$ cat src/rtl/pc_stack_unit.sv
// pc_stack_unit: program counter, hardware return-address stack and halt
// state of the MUSA core. The PC advances only on the write_pc commit strobe.
// Optional feature macro: PC_STACK_RESUME_EN adds a resume input that leaves
// HALT and continues at pc_out+1.
//
//   state   | meaning
//   --------+---------------------------------------------------------
//   ST_RUN  | normal operation, PC/stack update on write_pc
//   ST_HALT | core halted, pc_out frozen, write_pc/push/pop ignored

module pc_stack_unit #(
    parameter int                 ADDR_W      = 16,
    parameter int                 STACK_DEPTH = 8,
    parameter logic [ADDR_W-1:0]  RESET_PC    = '0
) (
    input  logic              clk,
    input  logic              rst_n,
    input  logic              write_pc,
    input  logic [2:0]        branch,
    input  logic              brfl_control,
    input  logic              flag_cond,
    input  logic              push,
    input  logic              pop,
    input  logic              add_pc,
    input  logic [ADDR_W-1:0] target_addr,
`ifdef PC_STACK_RESUME_EN
    input  logic              resume,
`endif
    output logic [ADDR_W-1:0] pc_out,
    output logic              halted,
    output logic              stack_empty,
    output logic              stack_full,
    output logic              stack_ovf,
    output logic              stack_udf
);

    localparam int            IDX_W   = $clog2(STACK_DEPTH);
    localparam int            SP_W    = IDX_W + 1;
    localparam logic [SP_W-1:0] SP_FULL = SP_W'(STACK_DEPTH);

    localparam logic [2:0] BR_JUMP = 3'b010;
    localparam logic [2:0] BR_HALT = 3'b101;

    typedef enum logic {
        ST_RUN  = 1'b0,
        ST_HALT = 1'b1
    } state_t;

    state_t            state, state_nxt;
    logic [ADDR_W-1:0] pc, pc_nxt, pc_inc;
    logic [SP_W-1:0]   sp, sp_nxt;
    logic              ovf, ovf_nxt, udf, udf_nxt;
    logic              stk_we;
    logic [IDX_W-1:0]  push_idx, pop_idx;
    logic [ADDR_W-1:0] stack_mem [STACK_DEPTH];

    assign pc_inc      = pc + ADDR_W'(1);
    assign push_idx    = IDX_W'(sp);
    assign pop_idx     = IDX_W'(sp - SP_W'(1));

    assign pc_out      = pc;
    assign halted      = (state == ST_HALT);
    assign stack_empty = (sp == '0);
    assign stack_full  = (sp == SP_FULL);
    assign stack_ovf   = ovf;
    assign stack_udf   = udf;

    // Next-state decode: halt beats push, push beats pop, pop beats branches.
    always_comb begin
        state_nxt = state;
        pc_nxt    = pc;
        sp_nxt    = sp;
        ovf_nxt   = ovf;
        udf_nxt   = udf;
        stk_we    = 1'b0;
        case (state)
            ST_RUN: begin
                if (write_pc) begin
                    if (branch == BR_HALT) begin
                        state_nxt = ST_HALT;
                    end else if (push) begin
                        if (!stack_full) begin
                            stk_we = 1'b1;
                            sp_nxt = sp + SP_W'(1);
                            pc_nxt = target_addr;
                        end else begin
                            ovf_nxt = 1'b1;
                            pc_nxt  = pc_inc;
                        end
                    end else if (pop) begin
                        if (!stack_empty) begin
                            sp_nxt = sp - SP_W'(1);
                            pc_nxt = stack_mem[pop_idx] + ADDR_W'(add_pc);
                        end else begin
                            udf_nxt = 1'b1;
                            pc_nxt  = pc_inc;
                        end
                    end else if (branch == BR_JUMP) begin
                        pc_nxt = (!brfl_control || flag_cond) ? target_addr : pc_inc;
                    end else begin
                        pc_nxt = pc_inc;
                    end
                end
            end
            ST_HALT: begin
`ifdef PC_STACK_RESUME_EN
                if (resume) begin
                    state_nxt = ST_RUN;
                    pc_nxt    = pc_inc;
                end
`endif
            end
            default: state_nxt = ST_RUN;
        endcase
    end

    // State, PC, stack pointer and sticky flags; reset wins over write_pc.
    always_ff @(posedge clk) begin
        if (!rst_n) begin
            state <= ST_RUN;
            pc    <= RESET_PC;
            sp    <= '0;
            ovf   <= 1'b0;
            udf   <= 1'b0;
        end else begin
            state <= state_nxt;
            pc    <= pc_nxt;
            sp    <= sp_nxt;
            ovf   <= ovf_nxt;
            udf   <= udf_nxt;
        end
    end

    // Return-address storage; contents deliberately survive reset.
    always_ff @(posedge clk) begin
        if (rst_n && stk_we) begin
            stack_mem[push_idx] <= pc_inc;
        end
    end

endmodule

$ cat config.mk
export PLATFORM = sky130hd
export DESIGN_NAME = pc_stack_unit
export DESIGN_NICKNAME = d
export VERILOG_FILES = /design/src/rtl/pc_stack_unit.sv
export SDC_FILE = /design/constraint.sdc
export NUM_CORES = 1
export LEC_CHECK = 0
export ABC_AREA = 1
export BUFFER_PORTS_ARGS = -buffer_cell sky130_fd_sc_hd__buf_2
export CAP_MARGIN = 20
export CORE_MARGIN = 3
export CORE_UTILIZATION = 60
export CTS_CLUSTER_SIZE = 28
export DETAILED_ROUTE_END_ITERATION = 12
export PLACE_DENSITY_LB_ADDON = 0.05
export SLEW_MARGIN = 15
export SYNTH_ARGS = -nofsm -noshare
export SYNTH_HDL_FRONTEND = slang
export SYNTH_SLANG_ARGS = --single-unit
export TNS_END_PERCENT = 20
$ cat constraint.sdc
create_clock -name clk -period 11.05 [get_ports clk]
set_clock_uncertainty 0.2 [all_clocks]
set_input_delay 2.21 -clock clk [delete_from_list [all_inputs] [get_ports clk]]
set_output_delay 2.21 -clock clk [all_outputs]
set_load 0.01 [all_outputs]
* Word-level counts from Yosys, hierarchy flattened
Memories as Yosys holds them, arrays and structs flattened. Cells that the tools add are included.
Storage, ports and cells: memories kept 1, logic and storage cells 47, bits in registers 23, RAM bits 128, output and inout bits 21, input port bits 27
Memory list:
- stack_mem | words 8, width 16, rd ports 1, clocked after memory_dff 0, write ports 1, RTL line 55 | logic [ADDR_W-1:0] stack_mem [STACK_DEPTH];
Operators by class: bitwise operators 3, multiplexer cells 20, add/sub/neg operators 4, eq/ne operators 5, reductions and logical operators 9
Operators by type and width (number):
- $mux W16 | 6
- $add A16 B1 Y16 | 1
- $add A16 B1 Y16 const B | 1
- $mux W4 | 4
- $reduce_and A6 Y1 | 2
- $mux W1 | 10
- $reduce_and A5 Y1 | 1
- $add A4 B1 Y4 const B | 1
- $eq A4 B4 Y1 const B | 1
- $logic_not A4 Y1 | 1
- $ne A2 B2 Y1 const B | 2
- $sub A4 B1 Y4 const B | 1
- $eq A3 B2 Y1 const B | 1
- $eq A3 B3 Y1 const B | 1
- $not A1 Y1 | 3
- $reduce_and A3 Y1 | 1
- $reduce_bool A2 Y1 | 1
- $logic_and A1 B1 Y1 | 1
- $logic_not A1 Y1 | 1
- $logic_or A1 B1 Y1 | 1

* Logic depth before layout (Yosys ltp)
word-level depth 9, depth in mapped cells 24, mapped depth without buffers 19

* Worst setup path before layout
No wires, ideal clock.
kind input to register, start point input port branch[0], end point memory stack_mem[1][0], enable pin, path buffers 0, required time 10420 ps, slack 5758 ps, stages 7, library setup time 430 ps, arrival 4662 ps, cells stage by stage inv_1 > nor3_1 > nor3_1 > inv_1 > nor3_1 > inv_1 > nor4_1
Between the ends: cells in the longest elaborated chain, start to end 7
RTL lines:
- from (decl) | RTL line 19 | input logic [2:0] branch,
- $eq A3 B3 Y1 | RTL line 79 | if (branch == BR_HALT) begin
- $mux W1 | RTL line 79
- $mux W1 | RTL line 78 | if (write_pc) begin
- $mux W1 | RTL line 76 | case (state)
- $logic_and A1 B1 Y1 | RTL line 136 | if (rst_n && stk_we) begin
- $mux W1 | RTL line 136
- $mux W1 (implied by the code) | RTL line 137 | stack_mem[push_idx] <= pc_inc;
- to (decl) | RTL line 55
No other way between the ends.

* Final worst setup path
start point register sp[1], end point output port stack_empty
Between the ends: cells in the longest elaborated chain, start to end 1
RTL lines:
- from (decl) | RTL line 51 | logic [SP_W-1:0] sp, sp_nxt;
- from (signal assigned) | RTL line 128 | sp <= sp_nxt;
- $logic_not A4 Y1 | RTL line 63 | assign stack_empty = (sp == '0);
- to (decl) | RTL line 31 | output logic stack_empty,
No other way between the ends.

==> flow_metrics.py <==
metrics = {
    "yosys": {
        "avgSynthCellArea_sq_um": 8.56,
        "synth_adder_area_share_pct": 0.794,
        "synth_warnings": 0,
        "synth.top_cells.by_area": "edfxtp_1 (49%), nand2_1 (12%), inv_1 (6.2%), dfxtp_1 (5.8%), nand3_1 (5.8%)",
        "synth_area_leader_cell": "edfxtp_1",
        "yosys.area_share.simple_pct": 23.8,
        "synth.cell_area_sq_um": 7880,
        "ys_ff_latch": 151,
        "synth-seq-area-share_pct": 54.6,
        "synth_nets": 952,
        "netlist_instances": 920,
        "synth_top_family_by_area": "simple AND/OR/NAND/NOR gates",
        "synth_cell_types": 41,
        "synthArstFlopShare_pct": 0,
        "synth_edf_count": 128,
        "synthDominantCellAreaShare_pct": 48.8,
        "synth-compound-area-share_pct": 8.97,
        "synth.most_common_cell": "nand2_1",
        "synthXorXnorAreaFrac_pct": 2.51,
        "netlist_top_cells_count": "nand2_1 (253), inv_1 (130), edfxtp_1 (128)",
        "synth.area.mux_share_pct": 0,
        "ys.flop_type": "edfxtp_1",
    },
    "sta": {
        "maxSlewHeadroom_pct": 24.8,
        "tns_ns": 0,
        "slew_viol_final": 0,
        "tightest_slew_ns": 1.12,
        "rsz0062_at_grt": "no",
        "setup-violations-final": 0,
        "final_hold_viol_count": 0,
        "fmax_ghz": 0.205,
        "timing.final.crit_share_pct": 44.1,
        "period_needed_ns": 4.87,
    },
    "hold_path": {
        "hold-path-cell-count": 2,
        "hold_class": "reg -> reg",
        "min_from": "stack_ovf",
        "hold_end": "stack_ovf",
    },
    "route": {
        "wl_per_cell_microns": 17.8,
        "firstDrtPassIters": 5,
        "vias": 6462,
        "drt_iter0_markers": 690,
        "drt_wl_total_mm": 20.5,
        "drc": 0,
        "vias_per_cell": 5.62,
        "antenna_left": 0,
    },
    "worst_setup_path": {
        "r2r_slack_ns": 7.25,
        "rr_worst_depth": 17,
        "startpoint_type": "register",
        "slowest_delay_ns": 0.73,
        "worstPathCellList": "inv_1 > ha_1 > nand2_1 > nor2_1 > buf_2",
        "r2r-start": "sp[1]",
        "slowest_stage": "nor2_1",
        "endpoint_kind": "output port",
        "crit_required_ns": 8.64,
        "crit_type": "reg -> out",
        "worst-path-max-fanout": 13,
        "r2r-end": "pc_out[12]",
        "critPathArrivalTime_ns": 2.46,
    },
    "global_route": {
        "grtUsageTotal_pct": 29.6,
        "gr-total-overflow": 0,
        "grt_pass1_wl_mm": 32.4,
        "grt_pass1_vias": 6206,
        "grt_max_degree": 73,
        "antenna_found_initial": 0,
    },
    "power_and_ir_drop": {
        "p_leak_nw": 3.94,
        "irDropWorstVdd_mv": 0.120,
        "p_per_area_nw_per_um2": 172,
    },
    "floorplanning": {
        "start_util_pct": 61.9,
        "die_area_sq_um": 14500,
        "die_h_microns": 121,
        "fp.dieW_microns": 121,
        "rows": 41,
        "io_pins": 48,
        "core_area_sq_um": 12700,
    },
    "clock_network": {
        "cts_tree": "yes",
        "clockBufferDepth": 2,
        "cts.reportedPaths.clkPinSlew_ns": 0.06,
        "cts_buffers": 17,
        "cts_setup_buffers": 0,
        "htreeDepth": 4,
        "root_buffer": "clkbuf_16",
        "ctsHoldBuffers": 0,
        "worstSkewPairLatency_ns": 0.42,
        "post_cts_resized": 0,
        "cts_sinks": 151,
    },
    "place": {
        "routabilityCongestion": 0.927,
        "port_buffers": 47,
        "place_inst": 1116,
        "hpwl_mm": 13.7,
    },
    "flow_run": {
        "max_cap_violations": 0,
    },
    "layout": {
        "antenna_cells": 0,
        "drive_above_1_share_pct": 13.6,
        "final_cells": 1150,
        "final_nets": 997,
        "area_growth_pct": 13.0,
    },
    "run_status": {
        "status": "finished clean",
    },
}
## logic make-up after synthesis
| family | count (synthesis) |
|---|---|
| buffers and inverters | 176 |
| adders and majority gates | 5 |
| and+or+nand+nor | 443 |
| DFF | 151 |
| AOI/OAI and AO/OA | 125 |
| xor gates and xnor gates | 20 |
## layer usage
metal	share of wire [%]	vias to the layer above	wire, microns	track usage [%]
met1	42	2986	8690	40.5
li1	-	3105	-	-
met5	0	-	0	0
met4	2.7	0	550	10.3
met3	8.1	51	1650	6.03
met2	47	320	9620	47.4
## flip-flops by register name (all words and copies together) (netlist names)
signal,count
stack_mem,128
pc_out,16
stack_udf,1
sp,4
halted,1
stack_ovf,1
## power breakdown
group          total, mW  internal (mW)  switching [mW]
logic              0.298         0.0847           0.213
clock network      0.583          0.357           0.226
registers          0.648          0.637          0.0114
## layout by cell type, fill, tap and decap left out, types with 6 or more instances in the layout
cell       instances
nand2_2            7
o21ai_0           56
buf_2             47
a21oi_1           37
dfxtp_1           22
clkbuf_16         22
buf_4             17
inv_1            130
nand2_1          253
edfxtp_1         128
nor2_1            67
o211ai_1           7
nand3_1           91
xor2_1            12
a221oi_1           6
## worst max-delay path, delay by kind of cell, from the launching register on
family	cells	cell delay, ns
fa+ha+maj	1	0.36
buf+inv	2	0.48
flops	1	0.37
simple gates	2	0.82
## final cells by class
class,instances,area (sq um)
clock inverters,6,43.8
flip-flops and latches,151,4310
well taps,172,215
repair buffers,66,382
inverters,136,512
clock buffers,26,566
fillers,1022,3820
multi-input cells,593,2880
## worst max-delay path by stage
stage | from | endpoint | slack [ns] | depth (start not counted)
4_1_cts | sp[1] | stack_empty | 6.21 | 5
3_5_place_dp | branch[0] | stack_mem[5][2] | 6.02 | 9
3_3_place_gp | branch[0] | stack_mem[6][9] | 6.11 | 9
6_report | sp[1] | stack_empty | 6.18 | 5
2_1_floorplan | branch[0] | stack_mem[1][0] | 5.76 | 7
5_1_grt | sp[1] | stack_empty | 6.04 | 5
## per-stage QoR
stage,area (sq um),hold slack (ns),power [mW],util (%),worst slack [ns]
global placement,8260,0.261,0.947,64.9,6.11
global route,8900,0.320,1.59,70.0,6.04
detailed placement,8270,0.262,0.951,65.0,6.02
CTS,8880,0.279,1.53,69.8,6.21
finish,8900,0.277,1.53,70.0,6.18
floorplan,7880,0.244,0.864,-,5.76
Note: power is estimated with default switching activity, not from simulation.
